File: config.mk
export PLATFORM = sky130hd
export DESIGN_NAME = rr_arbiter_4_flat
export DESIGN_NICKNAME = d
export VERILOG_FILES = /design/src/rtl/rr_arb_pkg.sv /design/src/rtl/rr_arbiter_4_if.sv /design/src/rtl/onehot_enc_4to2.sv /design/src/rtl/rr_arbiter_4.sv /design/src/flat_wrapper.sv
export SDC_FILE = /design/constraint.sdc
export NUM_CORES = 1
export LEC_CHECK = 0
export BUFFER_PORTS_ARGS = -buffer_cell sky130_fd_sc_hd__buf_4
export CAP_MARGIN = 20
export CORE_MARGIN = 2
export CORE_UTILIZATION = 55
export CTS_CLUSTER_SIZE = 8
export DETAILED_ROUTE_END_ITERATION = 8
export HOLD_SLACK_MARGIN = 0.05
export PLACE_DENSITY = 0.8
export SLEW_MARGIN = 30
export SYNTH_ARGS = -nofsm -noshare
export SYNTH_HDL_FRONTEND = slang
export SYNTH_SLANG_ARGS = --single-unit
File: constraint.sdc
create_clock -name clk -period 2.9 [get_ports clk]
set_clock_uncertainty 0.1 [all_clocks]
set_input_delay 0.145 -clock clk [delete_from_list [all_inputs] [get_ports clk]]
set_output_delay 0.145 -clock clk [all_outputs]
set_load 0.05 [all_outputs]
File: src/rtl/rr_arb_pkg.sv
// Shared constants and state encoding for the 4-way round-robin arbiter.
package rr_arb_pkg;

   localparam int unsigned N_REQ = 4;
   localparam int unsigned ID_W  = 2;

   typedef enum logic {
      IDLE = 1'b0,
      BUSY = 1'b1
   } arb_state_e;

endpackage

File: src/rtl/rr_arbiter_4_if.sv
// Request/grant bundle between the requester bank (master) and the arbiter (slave).
interface rr_arbiter_4_if;

   logic [rr_arb_pkg::N_REQ-1:0] req;
   logic [rr_arb_pkg::N_REQ-1:0] gnt;
   logic [rr_arb_pkg::ID_W-1:0]  gnt_id;
   logic                         gnt_valid;
   logic                         preempt;

   modport master (
      output req,
      input  gnt,
      input  gnt_id,
      input  gnt_valid,
      input  preempt
   );

   modport slave (
      input  req,
      output gnt,
      output gnt_id,
      output gnt_valid,
      output preempt
   );

endinterface

File: src/rtl/onehot_enc_4to2.sv
// One-hot to binary index encoder; all-zero input yields index 0.
module onehot_enc_4to2 (
   input  logic [3:0] onehot_i,
   output logic [1:0] idx_c_o
);

   assign idx_c_o[1] = onehot_i[2] | onehot_i[3];
   assign idx_c_o[0] = onehot_i[1] | onehot_i[3];

endmodule

File: src/rtl/rr_arbiter_4.sv
// Four-way round-robin arbiter with bounded hold time and a release bubble.
module rr_arbiter_4
   import rr_arb_pkg::*;
#(
   parameter int unsigned MAX_HOLD = 8
) (
   input  logic         clk,
   input  logic         rst_n,
   rr_arbiter_4_if.slave bus
);

   localparam int unsigned CNT_W = $clog2(MAX_HOLD + 1);

   arb_state_e           state_q, state_d;
   logic [N_REQ-1:0]     gnt_q, gnt_d;
   logic [ID_W-1:0]      ptr_q, ptr_d;
   logic [ID_W-1:0]      owner_q, owner_d;
   logic [CNT_W-1:0]     hold_cnt_q, hold_cnt_d;
   logic                 preempt_q, preempt_d;
   logic [ID_W-1:0]      sel;

   // First requester found scanning ptr, ptr+1, ptr+2, ptr+3 (mod 4).
   function automatic logic [ID_W-1:0] rr_pick(input logic [N_REQ-1:0] req,
                                                input logic [ID_W-1:0]  ptr);
      logic [ID_W-1:0] idx;
      logic [ID_W-1:0] pick;
      logic            found;
      pick  = ptr;
      found = 1'b0;
      for (int unsigned k = 0; k < N_REQ; k++) begin
         idx = ptr + ID_W'(k);
         if (!found && req[idx]) begin
            pick  = idx;
            found = 1'b1;
         end
      end
      return pick;
   endfunction

   assign sel = rr_pick(bus.req, ptr_q);

   always_ff @(posedge clk) begin
      if (!rst_n) begin
         state_q    <= IDLE;
         gnt_q      <= '0;
         ptr_q      <= '0;
         owner_q    <= '0;
         hold_cnt_q <= '0;
         preempt_q  <= 1'b0;
      end else begin
         state_q    <= state_d;
         gnt_q      <= gnt_d;
         ptr_q      <= ptr_d;
         owner_q    <= owner_d;
         hold_cnt_q <= hold_cnt_d;
         preempt_q  <= preempt_d;
      end
   end

   always_comb begin
      state_d    = state_q;
      gnt_d      = gnt_q;
      ptr_d      = ptr_q;
      owner_d    = owner_q;
      hold_cnt_d = hold_cnt_q;
      preempt_d  = 1'b0;
      unique case (state_q)
         IDLE: begin
            if (bus.req != '0) begin
               gnt_d      = N_REQ'(1) << sel;
               owner_d    = sel;
               hold_cnt_d = CNT_W'(1);
               state_d    = BUSY;
            end else begin
               gnt_d = '0;
            end
         end
         BUSY: begin
            // Owner dropping on the last allowed cycle is a normal release.
            if (!bus.req[owner_q] || (hold_cnt_q == CNT_W'(MAX_HOLD))) begin
               gnt_d     = '0;
               ptr_d     = owner_q + ID_W'(1);
               preempt_d = bus.req[owner_q];
               state_d   = IDLE;
            end else begin
               hold_cnt_d = hold_cnt_q + CNT_W'(1);
            end
         end
         default: state_d = IDLE;
      endcase
   end

   onehot_enc_4to2 u_enc (
      .onehot_i (gnt_q),
      .idx_c_o  (bus.gnt_id)
   );

   assign bus.gnt       = gnt_q;
   assign bus.gnt_valid = |gnt_q;
   assign bus.preempt   = preempt_q;

endmodule

File: src/flat_wrapper.sv
// flat-port wrapper written by rule: the top's interface ports become plain ports
module rr_arbiter_4_flat import rr_arb_pkg::*;
#(
   parameter int unsigned MAX_HOLD = 8
)
  (clk, rst_n, bus_req, bus_gnt, bus_gnt_id, bus_gnt_valid, bus_preempt);
  rr_arbiter_4_if bus_i ();
  input  logic clk;
  input  logic rst_n;
  input wire logic [$bits(bus_i.req)-1:0] bus_req;
  output wire logic [$bits(bus_i.gnt)-1:0] bus_gnt;
  output wire logic [$bits(bus_i.gnt_id)-1:0] bus_gnt_id;
  output wire logic [$bits(bus_i.gnt_valid)-1:0] bus_gnt_valid;
  output wire logic [$bits(bus_i.preempt)-1:0] bus_preempt;
  assign bus_i.req = bus_req;
  assign bus_gnt = bus_i.gnt;
  assign bus_gnt_id = bus_i.gnt_id;
  assign bus_gnt_valid = bus_i.gnt_valid;
  assign bus_preempt = bus_i.preempt;
  rr_arbiter_4 #(.MAX_HOLD(MAX_HOLD)) u_core (.clk(clk), .rst_n(rst_n), .bus(bus_i));
endmodule
Word level (Yosys, flattened, before mapping)

Cells that the tools add are included.

$add $sub $neg: 5
Order comparisons: 5
Equal/unequal tests: 4
Shift-type cells: 1
Mux-type cells: 25
Bitwise operators: 3
Reductions and logical operators: 14

Operator list:

| operator                                                                     | number |
|---|---|
| 4-bit 2-to-1 mux                                                             | 4 |
| 4-bit case mux with 2 select lines                                           | 2 |
| 2-bit by 3-bit less-than comparator with 1-bit output, second input constant | 5 |
| 1-bit binary-select mux with 2-bit select                                    | 5 |
| 1-bit 2-to-1 mux                                                             | 10 |
| 2-bit 2-to-1 mux                                                             | 3 |
| 2-bit AND reduction                                                          | 3 |
| 2-bit by 1-bit adder with 2-bit output, second input constant                | 2 |
| 2-bit adder, second input constant                                           | 2 |
| 4-bit by 1-bit adder with 4-bit output, second input constant                | 1 |
| 4-bit == test, second input constant                                         | 1 |
| 1-bit zero test                                                              | 4 |
| 2-bit != test, second input constant                                         | 2 |
| 4-bit nonzero test                                                           | 1 |
| 4-bit OR reduction                                                           | 1 |
| 1-bit by 2-bit << shifter with 4-bit output, first input constant            | 1 |
| 1-bit logical AND                                                            | 3 |
| 3-bit AND reduction                                                          | 1 |
| 2-bit by 1-bit != test with 1-bit output, second input constant              | 1 |
| 1-bit bitwise OR                                                             | 2 |
| 1-bit case mux with 2 select lines                                           | 1 |
| 1-bit logical OR                                                             | 1 |
| 1-bit inverter                                                               | 1 |

Flip-flop bits (word level): 14
Input port bits: 6
Output and inout bits: 8
Word-level logic and storage cells: 63

Longest topological paths before layout

Depth after elaboration: 15
Gate-level depth with buffers: 8
Mapped depth without buffers: 7

Cells and area by module

From an unflattened synthesis, not the netlist that was laid out.

Cell total of the unflattened synthesis: 86
Area total of the unflattened synthesis: 739.5 sq um

Modules (own cells, without submodules):

| module          | times used | cells an instance | area an instance (sq um) |
|---|---|---|---|
| rr_arbiter_4    | 1          | 84                | 726.9 |
| onehot_enc_4to2 | 1          | 2                 | 12.5 |

Worst setup path after synthesis

No wires, ideal clock.

Kind: register to output
Start point: reg u_core.gnt_q[3] (netlist: u_core.bus.gnt[3])
End point: out bus_gnt_valid
Arrival time: 1.536 ns
Data required time: 2.655 ns
Slack: 1.119 ns
Cell stages (with the launch flop): 3
Buffers on the path: 0
Cells stage by stage: dfxtp_1 > or2_2 > or3_1

Cells in the longest elaborated chain, start to end: 1

RTL lines:

| what                     | line               | text |
|---|---|---|
| start: declaration       | rr_arbiter_4.sv:15 | `logic [N_REQ-1:0] gnt_q, gnt_d;` |
| start signal: assignment | rr_arbiter_4.sv:52 | `gnt_q <= gnt_d;` |
| 4-bit OR reduction       | rr_arbiter_4.sv:99 | `assign bus.gnt_valid = \|gnt_q;` |
| end: declaration         | flat_wrapper.sv:13 | `output wire logic [$bits(bus_i.gnt_valid)-1:0] bus_gnt_valid;` |

No other way between the ends.

Worst setup path after layout

Start point: reg u_core.owner_q[1]
End point: reg u_core.hold_cnt_q[3]

Cells in the longest elaborated chain, start to end: 6

RTL lines:

| what                                      | line               | text |
|---|---|---|
| start: declaration                        | rr_arbiter_4.sv:17 | `logic [ID_W-1:0] owner_q, owner_d;` |
| start signal: assignment                  | rr_arbiter_4.sv:54 | `owner_q <= owner_d;` |
| 1-bit binary-select mux with 2-bit select | rr_arbiter_4.sv:80 | `if (!bus.req[owner_q] \|\| (hold_cnt_q == CNT_W'(MAX_HOLD))) begin` |
| 1-bit 2-to-1 mux (implied by the code)    | rr_arbiter_4.sv:80 |  |
| 1-bit zero test                           | rr_arbiter_4.sv:80 |  |
| 1-bit logical OR                          | rr_arbiter_4.sv:80 |  |
| 2-bit != test (no line)                   | n/a                |  |
| 2-bit AND reduction (no line)             | n/a                |  |
| end signal: assignment                    | rr_arbiter_4.sv:55 | `hold_cnt_q <= hold_cnt_d;` |
| end: declaration                          | rr_arbiter_4.sv:18 | `logic [CNT_W-1:0] hold_cnt_q, hold_cnt_d;` |

No other way between the ends. The select of a mux whose other input is x is not followed.
A chain may end at the register's enable or synchronous reset.

==> impl_metrics.ini <==
[outcome]
status = complete, no violations

[sta]
tns_ns = 0
fin_crit_ns = 1.69
clock.fmax_mhz = 592
min_period_over_period_pct = 58.3
rsz0062_at_grt = no
hold_viol = 0
setup-violations-final = 0
tightest_slew_ns = 0.649
slew_viol_final = 0
maxSlewHeadroom_pct = 56.7
whs_ns = 0.142

[clock_network]
numCtsBuffers = 3
clkTransAtPathRegs_ns = 0.08
clock_latency_ns = 0.27
post_cts_resized = 0
cts_max_level = 1
cts_tree = yes
clock-root-buffer = clkbuf_4
cts_buffer_depth = 2
clock_sinks = 14

[power_and_ir_drop]
p_int_mw = 0.334
power_frac_seq_pct = 44.8
switchingPower_mw = 0.159
clkPwrFrac_pct = 27.9
power_density_mw_per_mm2 = 567
ir_drop_uv = 336
pwr-share-comb_pct = 27.3
p_sw_share_pct = 32.3
power_leakage_nw = 0.362

[grt]
grt_pass1_wl_um = 2300
grt_max_degree = 12
grtUsageMet1_pct = 26.0
grt_util_met2_pct = 36.3
grt_use_met3_pct = 8.33
grtUsageTotal_pct = 22.1
overflow = 0
antenna_found_initial = 0
grt_pass1_vias = 556
top_usage_layer = met2

[floorplanning]
die_height_um = 40.1
ioPinCount = 14
placementRows = 13
core_area_mm2 = 0.00125
dieArea_mm2 = 0.00161
die_x_um = 40.1
initial_core_util_pct = 57.2

[setup_path]
cpMaxStageDelayCell = mux4_2
crit_type = reg -> reg
cp_max_fo = 11
critPathBufInv = 0
startpoint_type = register
slowest_delay_ns = 0.55
critical-path-top-delay-family = multiplexers
required_ns = 2.97
cp_data_arrival_time_ns = 1.76
cp_cell_sequence = mux4_2 > and3_4 > nand4_1 > xor2_1 > nor2_1
end_kind = register

[route]
viasPerCell = 5.46
drtIter0Drc = 16
vias = 622
firstDrtPassIters = 4
drtAntennaViolNets = 0
wl_um = 1330
drc_errors = 0
wl_per_cell_um = 11.7

[logic_synthesis]
netlist_area_um2 = 717
yosysSeqAreaShare_pct = 39.1
synth.distinct_cells = 31
ys_ff_latch = 14
netlist_instances = 82
ys_top_cells_by_count = 14 x dfxtp_1, 11 x nand2_1, 10 x nor2_1
synth_top_area_share_pct = 39.1
synth_area_leader_cell = dfxtp_1
dominantRegCellSynth = dfxtp_1
syn_area_per_cell_um2 = 8.74
yosysWarnings = 0
synth-async-reset-ratio_pct = 0
syn-num-nets = 90
synth_area_leaders = dfxtp_1 39%, nand2_1 5.8%, nand3b_1 5.2%
synth_most_common_cell = dfxtp_1
synth-edff-count = 0

[place]
gp_congestion = 0.819
io_buffers = 13
dp_hpwl_um = 1030

[final_layout]
layout.nets = 108
n_fill_cell = 104
area_delta_synth_final_pct = 21.1
antenna_cells = 0
drive_above_1_share_pct = 27.3

[min_path]
hold_path_class = in -> reg

[flow_run]
cap_violations = 0
## metal layers
| metal | part of all wire, % | routed length, um | vias up |
|---|---|---|---|
| met4 | 0.60 | 8 | 0 |
| met1 | 45 | 593 | 282 |
| met2 | 49 | 651 | 18 |
| li1 | - | - | 320 |
| met3 | 5.9 | 79 | 2 |
| met5 | 0 | 0 | - |
## placed cells by master (no fill, tap or decap), drive strengths merged
cell | synthesis | layout
o41ai | 1 | 1
a32oi | 1 | 1
a22oi | 1 | 1
clkbuf | 0 | 4
or2 | 2 | 2
or3 | 2 | 2
a21o | 1 | 1
mux4 | 1 | 1
nand4 | 1 | 1
nand2b | 1 | 1
nor2b | 2 | 2
o21ai | 2 | 2
and3 | 2 | 2
dfxtp | 14 | 14
inv | 3 | 3
nand3b | 5 | 5
nor2 | 10 | 10
buf | 1 | 13
a21oi | 7 | 7
a211o | 1 | 1
nand2 | 12 | 12
a211oi | 2 | 2
a21boi | 1 | 1
clkinv | 1 | 1
xnor2 | 1 | 1
xor2 | 2 | 2
dlygate4sd3 | 0 | 1
nor3 | 3 | 3
ha | 2 | 2
## area by class of cell
class                           count  area, um2  share of cell area (%)
Sequential cell                    14        280                    32.3
Multi-Input combinational cell     63        410                    47.3
Inverter                            4       15.0                    1.73
Timing Repair Buffer               14        108                    12.4
Clock buffer                        4       36.3                    4.18
Tap cell                           15       18.8                    2.16
## state kept, by name, indices dropped and copies added (netlist names)
signal              cells
u_core.bus.preempt      1
u_core.bus.gnt          4
u_core.ptr_q            2
u_core.owner_q          2
u_core.hold_cnt_q       4
u_core.state_q          1
## repair_timing
| action | 4_1_cts | 5_1_grt |
|---|---|---|
| hold buffers | 1 | 0 |
| endpoints found under the hold margin | 2 | 0 |
| buffers inserted | 0 | 0 |
## cells by family after synthesis
family / share of synthesized area, %
multiplexers: 3.14
flip-flops: 39.1
AO/OA/AOI/OAI: 17.5
buffers and inverters: 3.66
AND/OR/NAND/NOR: 29.5
adder cells (fa/ha/maj): 3.49
XOR/XNOR: 3.67
## power by group through the flow
stage	Sequential (mW)	Clock [mW]	Combinational, mW
floorplan	0.238	0	0.0854
global placement	0.224	0	0.132
detailed placement	0.225	0	0.134
CTS	0.220	0.143	0.135
global route	0.223	0.153	0.148
finish	0.221	0.138	0.134
## worst paths after layout
| path | start | endpoint | depth (start not counted) | slack [ns] |
|---|---|---|---|---|
| setup reg to reg | u_core.owner_q[1]$_SDFFE_PN0P_ | u_core.hold_cnt_q[3]$_SDFFE_PN0P_ | 5 | 1.21 |
| hold / removal | bus_req[1] | u_core.owner_q[1]$_SDFFE_PN0P_ | 4 | 0.14 |
| setup / recovery | u_core.owner_q[1]$_SDFFE_PN0P_ | u_core.hold_cnt_q[3]$_SDFFE_PN0P_ | 5 | 1.21 |
| hold reg to reg | u_core.bus.gnt[0]$_SDFFE_PN0P_ | u_core.bus.gnt[0]$_SDFFE_PN0P_ | 2 | 0.38 |
## stage by stage
step / util (%) / std cells / worst slack [ns] / total power [mW] / instance area [um2]
after floorplan: - / 82 / 1.12 / 0.323 / 717
after global placement: 65.6 / 109 / 1.26 / 0.356 / 822
after detailed placement: 65.6 / 109 / 1.22 / 0.359 / 822
after CTS: 69.3 / 114 / 1.20 / 0.498 / 868
after global routing: 69.3 / 114 / 1.09 / 0.523 / 868
final: 69.3 / 114 / 1.21 / 0.493 / 868
## worst min-delay path, stage by stage
cell	delay (ns)
buf_4	0.10
o41ai_2	0.11
nand2_1	0.06
a21oi_1	0.05
(Power assumes the default switching activity.)
